[config.mk]
export PLATFORM = sky130hd
export DESIGN_NAME = quanet_pulse_seq
export DESIGN_NICKNAME = d
export VERILOG_FILES = /design/src/rtl/quanet_pulse_seq_pkg.sv /design/src/rtl/quanet_pulse_ch.sv /design/src/rtl/quanet_pulse_seq.sv
export SDC_FILE = /design/constraint.sdc
export NUM_CORES = 1
export LEC_CHECK = 0
export BUFFER_PORTS_ARGS = -buffer_cell sky130_fd_sc_hd__buf_2
export CAP_MARGIN = 20
export CORE_MARGIN = 2
export CORE_UTILIZATION = 50
export DETAILED_ROUTE_END_ITERATION = 10
export PLACE_DENSITY_LB_ADDON = 0.12
export SLEW_MARGIN = 20
export SYNTH_ARGS = -nofsm -noshare
export SYNTH_HDL_FRONTEND = slang
export SYNTH_HIERARCHICAL = 1
export SYNTH_SLANG_ARGS = --single-unit
[constraint.sdc]
create_clock -name clk -period 5.78 [get_ports clk]
set_input_delay 1.156 -clock clk [delete_from_list [all_inputs] [get_ports clk]]
set_output_delay 1.156 -clock clk [all_outputs]
set_load 0.01 [all_outputs]
[src/rtl/quanet_pulse_seq_pkg.sv]
// Shared state encoding and default sizing for the pulse sequencer.
package quanet_pulse_seq_pkg;

  localparam int DEF_NUM_CH = 3;
  localparam int DEF_CNT_W  = 16;
  localparam int DEF_REPS_W = 8;

  typedef enum logic [1:0] {
    ST_IDLE  = 2'd0,
    ST_ARMED = 2'd1,
    ST_RUN   = 2'd2
  } seq_state_t;

endpackage

[src/rtl/quanet_pulse_ch.sv]
// One pulse channel: window compare against the shared frame counter, registered output.
// The sum dly+width is formed one bit wider so a window near the counter limit cannot wrap.
module quanet_pulse_ch
  import quanet_pulse_seq_pkg::*;
#(
  parameter int   CNT_W = DEF_CNT_W,
  parameter logic INV   = 1'b0
) (
  input  logic             clk,
  input  logic             rst,
  input  logic             en,
  input  logic [CNT_W-1:0] frame_cnt,
  input  logic [CNT_W-1:0] period,
  input  logic [CNT_W-1:0] dly,
  input  logic [CNT_W-1:0] width,
  output logic             pulse_out
);

  logic [CNT_W:0] win_end;
  logic           active;
  logic           pulse_d;
  logic           pulse_q;

  always_comb begin
    win_end = {1'b0, dly} + {1'b0, width};
    active  = en && (width != '0) && (dly < period) &&
              (frame_cnt >= dly) && ({1'b0, frame_cnt} < win_end);
    pulse_d = active ^ INV;
  end

  always_ff @(posedge clk or posedge rst) begin
    if (rst) pulse_q <= INV;
    else     pulse_q <= pulse_d;
  end

  assign pulse_out = pulse_q;

endmodule

[src/rtl/quanet_pulse_seq.sv]
// Triggered multi-channel pulse sequencer: IDLE/ARMED/RUN FSM, frame and repetition
// counters, shadowed run configuration, one window channel per output.
module quanet_pulse_seq
  import quanet_pulse_seq_pkg::*;
#(
  parameter int                NUM_CH   = DEF_NUM_CH,
  parameter int                CNT_W    = DEF_CNT_W,
  parameter int                REPS_W   = DEF_REPS_W,
  parameter logic [NUM_CH-1:0] INV_MASK = '0
) (
  input  logic                    clk,
  input  logic                    rst,
  input  logic                    arm,
  input  logic                    abort,
  input  logic                    rearm,
  input  logic                    trig_in,
  input  logic [CNT_W-1:0]        period,
  input  logic [REPS_W-1:0]       reps,
  input  logic [NUM_CH*CNT_W-1:0] dly,
  input  logic [NUM_CH*CNT_W-1:0] width,
  output logic [NUM_CH-1:0]       pulse_out,
  output logic                    busy,
  output logic                    armed,
  output logic                    done,
  output logic                    overrun
);

  localparam logic [CNT_W-1:0]  CNT_ONE = CNT_W'(1);
  localparam logic [REPS_W-1:0] REP_ONE = REPS_W'(1);

  seq_state_t              state_q, state_d;
  logic                    trig_prev_q, trig_prev_d;
  logic [CNT_W-1:0]        frame_cnt_q, frame_cnt_d;
  logic [REPS_W-1:0]       rep_cnt_q, rep_cnt_d;
  logic [CNT_W-1:0]        sh_period_q, sh_period_d;
  logic [REPS_W-1:0]       sh_reps_q, sh_reps_d;
  logic [NUM_CH*CNT_W-1:0] sh_dly_q, sh_dly_d;
  logic [NUM_CH*CNT_W-1:0] sh_width_q, sh_width_d;
  logic                    fin_q, fin_d;
  logic                    busy_q, busy_d;
  logic                    armed_q, armed_d;
  logic                    done_q, done_d;
  logic                    overrun_q, overrun_d;

  logic                    trig_rise;
  logic                    in_run;
  logic                    wrap;
  logic                    last_rep;
  logic [REPS_W-1:0]       rep_nxt;

  always_comb begin
    state_d     = state_q;
    trig_prev_d = trig_in;
    frame_cnt_d = frame_cnt_q;
    rep_cnt_d   = rep_cnt_q;
    sh_period_d = sh_period_q;
    sh_reps_d   = sh_reps_q;
    sh_dly_d    = sh_dly_q;
    sh_width_d  = sh_width_q;
    fin_d       = 1'b0;
    overrun_d   = overrun_q;

    trig_rise = trig_in && !trig_prev_q;
    in_run    = (state_q == ST_RUN);
    wrap      = (frame_cnt_q == sh_period_q - CNT_ONE);
    rep_nxt   = rep_cnt_q + REP_ONE;
    last_rep  = (sh_reps_q != '0) && (rep_nxt == sh_reps_q);

    case (state_q)
      ST_IDLE: begin
        if (arm) state_d = ST_ARMED;
      end
      // fin_q/done_q mark the two cycles right after a rearmed completion,
      // during which a new trigger is still refused.
      ST_ARMED: begin
        if (trig_rise && !fin_q && !done_q) begin
          state_d     = ST_RUN;
          sh_period_d = (period == '0) ? CNT_ONE : period;
          sh_reps_d   = reps;
          sh_dly_d    = dly;
          sh_width_d  = width;
          frame_cnt_d = '0;
          rep_cnt_d   = '0;
        end
      end
      ST_RUN: begin
        if (wrap) begin
          frame_cnt_d = '0;
          rep_cnt_d   = rep_nxt;
          if (last_rep) begin
            state_d   = rearm ? ST_ARMED : ST_IDLE;
            fin_d     = 1'b1;
            rep_cnt_d = '0;
          end
        end else begin
          frame_cnt_d = frame_cnt_q + CNT_ONE;
        end
      end
      default: state_d = ST_IDLE;
    endcase

    if (abort) begin
      state_d     = ST_IDLE;
      fin_d       = 1'b0;
      frame_cnt_d = '0;
      rep_cnt_d   = '0;
    end

    if (arm)                overrun_d = 1'b0;
    if (in_run && trig_rise) overrun_d = 1'b1;

    // Status outputs share the one-cycle lag of the channel output registers.
    busy_d  = in_run && !abort;
    armed_d = (state_q == ST_ARMED) && !abort;
    done_d  = fin_q;
  end

  always_ff @(posedge clk or posedge rst) begin
    if (rst) begin
      state_q     <= ST_IDLE;
      trig_prev_q <= 1'b1;
      frame_cnt_q <= '0;
      rep_cnt_q   <= '0;
      sh_period_q <= '0;
      sh_reps_q   <= '0;
      sh_dly_q    <= '0;
      sh_width_q  <= '0;
      fin_q       <= 1'b0;
      busy_q      <= 1'b0;
      armed_q     <= 1'b0;
      done_q      <= 1'b0;
      overrun_q   <= 1'b0;
    end else begin
      state_q     <= state_d;
      trig_prev_q <= trig_prev_d;
      frame_cnt_q <= frame_cnt_d;
      rep_cnt_q   <= rep_cnt_d;
      sh_period_q <= sh_period_d;
      sh_reps_q   <= sh_reps_d;
      sh_dly_q    <= sh_dly_d;
      sh_width_q  <= sh_width_d;
      fin_q       <= fin_d;
      busy_q      <= busy_d;
      armed_q     <= armed_d;
      done_q      <= done_d;
      overrun_q   <= overrun_d;
    end
  end

  for (genvar c = 0; c < NUM_CH; c++) begin : g_ch
    quanet_pulse_ch #(
      .CNT_W (CNT_W),
      .INV   (INV_MASK[c])
    ) u_ch (
      .clk       (clk),
      .rst       (rst),
      .en        (busy_d),
      .frame_cnt (frame_cnt_q),
      .period    (sh_period_q),
      .dly       (sh_dly_q[c*CNT_W +: CNT_W]),
      .width     (sh_width_q[c*CNT_W +: CNT_W]),
      .pulse_out (pulse_out[c])
    );
  end

  assign busy    = busy_q;
  assign armed   = armed_q;
  assign done    = done_q;
  assign overrun = overrun_q;

endmodule
# [After elaboration in Yosys (flattened, before gate mapping)]
# Cells that the tools add are included.
[word_totals] reg_bits=155 in_bits=126 output_inout_bits=7 wordCells=97
[op_classes] add_sub_neg=6 order_cmp=9 n_eq_ne=8 n_mux=23 reduce_logical=35
[ops] cell="$mux 16" n=4
[ops] cell="$add 16x16->17" n=3
[ops] cell="$lt 16x17->1" n=3
[ops] cell="$ge 16x16->1" n=3
[ops] cell="$lt 16x16->1" n=3
[ops] cell="$reduce_bool 16->1" n=3
[ops] cell="$mux 8" n=4
[ops] cell="$pmux 16 s2" n=1
[ops] cell="$logic_and 1x1->1" n=19
[ops] cell="$add 16x1->16 const B" n=1
[ops] cell="$eq 16x16->1" n=1
[ops] cell="$logic_not 16->1" n=1
[ops] cell="$pmux 8 s2" n=1
[ops] cell="$sub 16x1->16 const B" n=1
[ops] cell="$mux 2" n=5
[ops] cell="$add 8x1->8 const B" n=1
[ops] cell="$eq 8x8->1" n=1
[ops] cell="$reduce_bool 8->1" n=1
[ops] cell="$mux 1" n=7
[ops] cell="$ne 3x2->1 const B" n=2
[ops] cell="$ne 3x3->1 const B" n=2
[ops] cell="$pmux 2 s3" n=1
[ops] cell="$logic_not 1->1" n=4
[ops] cell="$reduce_and 2->1" n=2
[ops] cell="7 further kinds" n=7

# [Logic depth before layout (Yosys ltp)]
[depth] depth_word=7 mapped_depth=15

# [By module]
# The synthesis kept the hierarchy.
[by_module_without_submodules] module="quanet_pulse_seq" instances=1 cells_each=780 area_per_inst_um2=6876.6
[by_module_without_submodules] module="quanet_pulse_ch at g_ch[0].u_ch ..." instances=2 cells_each=255 area_per_inst_um2=1948.1
[by_module_without_submodules] module="quanet_pulse_ch at g_ch[1].u_ch" instances=1 cells_each=261 area_per_inst_um2=1979.4

# [Worst setup path before layout]
# Ideal clock, no wire load.
[synth_timing] path_kind="flip-flop to flip-flop" start="reg sh_width_q[0]" end="reg g_ch[0].u_ch.pulse_q" setup_time_ps=111 arrival_time_ps=3333 required_time_ps=5669 slack_ps=2336 path_stages_with_launch=13 n_path_buf=0 synth_period_minus_slack_ps=3444 cell_sequence="dfrtp_1 ha_1 fa_1 a211o_1 a2111oi_2 o31ai_2 a211o_1 a21oi_2 xor2_1 ha_1 a2111oi_0 a31oi_1 a2111oi_2"
[synth_via] elab_chain_len=5 elab_cells_between_ends=7
[synth_rtl] item="start, declared" line_no="quanet_pulse_seq.sv:38" rtl="logic [NUM_CH*CNT_W-1:0] sh_width_q, sh_width_d;"
[synth_rtl] item="start signal, assigned" line_no="quanet_pulse_seq.sv:141" rtl="sh_width_q <= sh_width_d;"
[synth_rtl] item="branches (longest 4 deep; another with $add 16x16->17)"
[synth_rtl] item="$logic_and 1x1->1 (*)" line_no="quanet_pulse_ch.sv:27" rtl="(frame_cnt >= dly) && ({1'b0, frame_cnt} < win_end);"
[synth_rtl] item="net g_ch[0].u_ch.active" line_no="quanet_pulse_ch.sv:20" rtl="logic active;"
[synth_rtl] item="end signal, assigned" line_no="quanet_pulse_ch.sv:33" rtl="else pulse_q <= pulse_d;"
[synth_rtl] item="end, declared" line_no="quanet_pulse_ch.sv:22" rtl="logic pulse_q;"
# Mark *: on every way through the listed nets, which the timed path passes.
# A chain may end at the register's enable or synchronous reset.

# [Worst setup path in the final report]
[layout_timing] start="reg sh_width_q[32]" end="reg g_ch[2].u_ch.pulse_q"
[layout_via] elab_chain_len=5 elab_cells_between_ends=7
[layout_rtl] item="branches (longest 4 deep; another with $add 16x16->17)"
[layout_rtl] item="$logic_and 1x1->1 (*)" line_no="quanet_pulse_ch.sv:27"
[layout_rtl] item="net g_ch[2].u_ch.active" line_no="quanet_pulse_ch.sv:20"
[layout_rtl] item="end signal, assigned" line_no="quanet_pulse_ch.sv:33"
[layout_rtl] item="end, declared" line_no="quanet_pulse_ch.sv:22"
# Marks and branches as above.

==> qor.yml <==
routing:
  drc: 0
  first_pass_iters: 5
  drt-total-wl_mm: 34.0
  drt-wirelength-per-cell_um: 17.0
  detail-route-antenna-nets: 0
  vias: 11300
  drtIter0Drc: 659
  routed_via_density: 5.63
global_routing:
  grt_max_degree: 112
  grt_pass1_wl_mm: 54.6
  first_global_vias: 10600
  grt_antenna_before_repair: 0
  grt_usage: 0.259
  grt_overflow_total: 0
critical_path:
  slowest_stage: "fa_1"
  r2r_start: "sh_width_q[32]$_DFFE_PP0P_"
  critPathMaxStageDelay_ps: 420
  cp.arrival_ps: 4060
  rr_worst_depth: 12
  r2r_slack_ps: 2050
  critPathLaunch: "sh_width_q[32]$_DFFE_PP0P_"
  r2r_end: "g_ch[2].u_ch/pulse_out$_DFF_PP0_"
  crit_chain: "ha_1, fa_1, a211o_1, a2111oi_2, o31ai_2, a211o_1, a21oi_2, xor2_1, ha_1, a2111oi_0, a31oi_1, a2111oi_2"
  crit_type: "reg -> reg"
  critPathLaunchType: "flip-flop"
  cp_max_fo: 3
  crit_path_end_kind: "flip-flop"
  cp.required_ps: 6110
layout:
  fillers: 2376
  drive_gt1_frac: 0.123
  areaGrowthSynthToFinish_pct: 11.8
  nets: 1981
  num_antenna_cells: 0
  fin_cells: 2005
  seq_area_mm2: 0.00388
  multi_input_area_mm2: 0.00823
  layout_common_cells: "406 x nand2_1, 189 x ha_1, 154 x dfrtp_1, 132 x buf_2, 122 x inv_1"
  final_common_cell: "nand2_1"
power_and_ir_drop:
  power_density_mw_per_mm2: 423
  peakVddDrop_v: 0.000210
  p_leak_uw: 0.00741
sta:
  clock_skew_ps: 10.3
  period_minus_slack_ps: 3730
  fmax_mhz: 268
  rsz0062_at_grt: "no"
  fin_crit_sh: 0.645
  slew-limit-headroom: 0.406
  setup_violations: 0
  hold_viol_final: 0
  finalSetupTns_ps: 0
  worst_pin_slew_ps: 883
  finalMaxSlewViolations: 0
synthesis:
  synth_cell_types: 75
  synth_top_family_by_area: "simple AND/OR/NAND/NOR gates"
  avgSynthCellArea_um2: 8.22
  synth-adder-area-share: 0.190
  ys.warnings.count: 6
  synth-edff-count: 0
  ys_ff_latch: 155
  syn_inst: 1551
  synthesis.nets: 1869
  ys.flop_type: "dfrtp_1"
  syn_area_mm2: 0.0128
  ys_seq_area_frac: 0.304
  synth_top_cells_by_area: "dfrtp_1 30%, ha_1 19%, nand2_1 12%, inv_1 3.6%, xnor2_1 2.9%"
  synthMuxAreaShare: 0.00785
  synth-xor-area-share: 0.0515
  yosys.area.top_type: "dfrtp_1"
  synth-simple-area-share: 0.247
  synth_top_cell_area_share: 0.302
  synth_compound_area_frac: 0.148
  synth-async-reset-ratio: 1.00
clock_tree:
  cts.path.max_buffers: 2
  cts.sinks: 155
  post_cts_buffers: 0
  ctsHoldBuffers: 0
  ctsResizeCount: 0
  cts_made_buffers: 17
  clock_latency_ps: 440
  root_buffer: "clkbuf_16"
  cts_tree: "yes"
  clk_pin_slew_ps: 70
  cts_max_level: 4
min_path:
  hold_class: "reg -> reg"
  hp-start: "done_d$_DFF_PP0_"
  min_to: "done$_DFF_PP0_"
  holdPathStages: 0
floorplan:
  dieArea_mm2: 0.0268
  die_h_um: 164
  die_x_um: 164
  core_mm2: 0.0251
  rows: 58
  ios: 133
  start_util: 0.508
placed_design:
  port_buffers: 132
  dp_hpwl_mm: 24.5
  placed_cells: 1974
  finalWeightedCongestion: 0.916
flow_run:
  max-cap-violations: 0
status:
  status: "finished clean"
[power breakdown]
part	total [µW]	internal, µW	switching (µW)
combinational	3080	1370	1710
clock	1120	603	519
sequential	1820	1360	462
[critical path: cells and delay by family (launching register included)]
family | cells | cell delay [ps]
fa+ha+maj | 3 | 910
compound gates | 8 | 2140
xor+xnor | 1 | 160
flops | 1 | 410
[logic make-up (layout without fill, tap and decap cells)]
family                   count (synthesis)  count (layout)
AO/OA/AOI/OAI                          267             267
XOR/XNOR                                75              75
adder cells (fa/ha/maj)                192             192
buffers and inverters                  167             291
flip-flops                             155             155
multiplexers                            10              10
AND/OR/NAND/NOR                        685             685
[stage by stage]
stage                     cell area, µm²   util  hold slack (ps)  setup WS, ps  power, µW
after floorplan                    12800      -              347           533       4110
after global placement             13700  0.545              379          2150       4770
final                              14300  0.568              376          2050       6030
after CTS                          14300  0.568              381          2030       6030
after detailed placement           13700  0.545              372          2070       4850
after global routing               14300  0.568              397          1740       6580
[state kept, by name, indices dropped and copies added (netlist names), 2 cells and up]
register and flops:
g_ch.u_ch/pulse_out 3, sh_dly_q 48, frame_cnt_q 16, sh_width_q 48, sh_reps_q 8, state_q 2, rep_cnt_q 8, sh_period_q 16
[final cells by class]
class                      count  share of cell area
clock buffer                  18              0.0301
tap                          330              0.0290
multi-input combinational   1229               0.578
clock inverter                13             0.00930
timing repair buffer         137              0.0490
inverter                     123              0.0329
sequential                   155               0.272
[routing by layer]
layer / global-route usage / share of wire / routed length [µm]
met5: 0 / 0 / 0
met1: 0.355 / 0.47 / 15800
met3: 0.0313 / 0.042 / 1430
met2: 0.423 / 0.47 / 15800
met4: 0.0917 / 0.027 / 914
[Yosys cell counts (7+ instances only)]
library cell,n
or4_1,9
nor3_1,24
o21bai_1,8
ha_1,189
o21ai_0,41
nor4_1,30
nand3_1,33
a211oi_1,18
nand4_1,22
nor2_1,61
nor2b_1,27
a21o_1,25
o31ai_1,8
nand2_1,406
xnor2_1,42
mux2i_1,10
a21oi_1,70
nand2b_1,13
a311oi_1,9
inv_1,123
or2_2,7
a211o_1,11
nor3b_1,7
dfrtp_1,154
o21a_1,10
clkbuf_1,38
xor2_1,33
and3_1,12
a31oi_1,8
[worst max-delay path by stage]
stage | depth (start not counted) | slack (ps) | end
after CTS | 12 | 2030 | g_ch[0].u_ch/pulse_out$_DFF_PP0_
after detailed placement | 12 | 2070 | g_ch[2].u_ch/pulse_out$_DFF_PP0_
after global placement | 12 | 2150 | g_ch[2].u_ch/pulse_out$_DFF_PP0_
final | 12 | 2050 | g_ch[2].u_ch/pulse_out$_DFF_PP0_
after global routing | 12 | 1740 | g_ch[0].u_ch/pulse_out$_DFF_PP0_
after floorplan | 1 | 530 | armed$_DFF_PP0_
No activity file was read; power rests on OpenSTA's default activity.
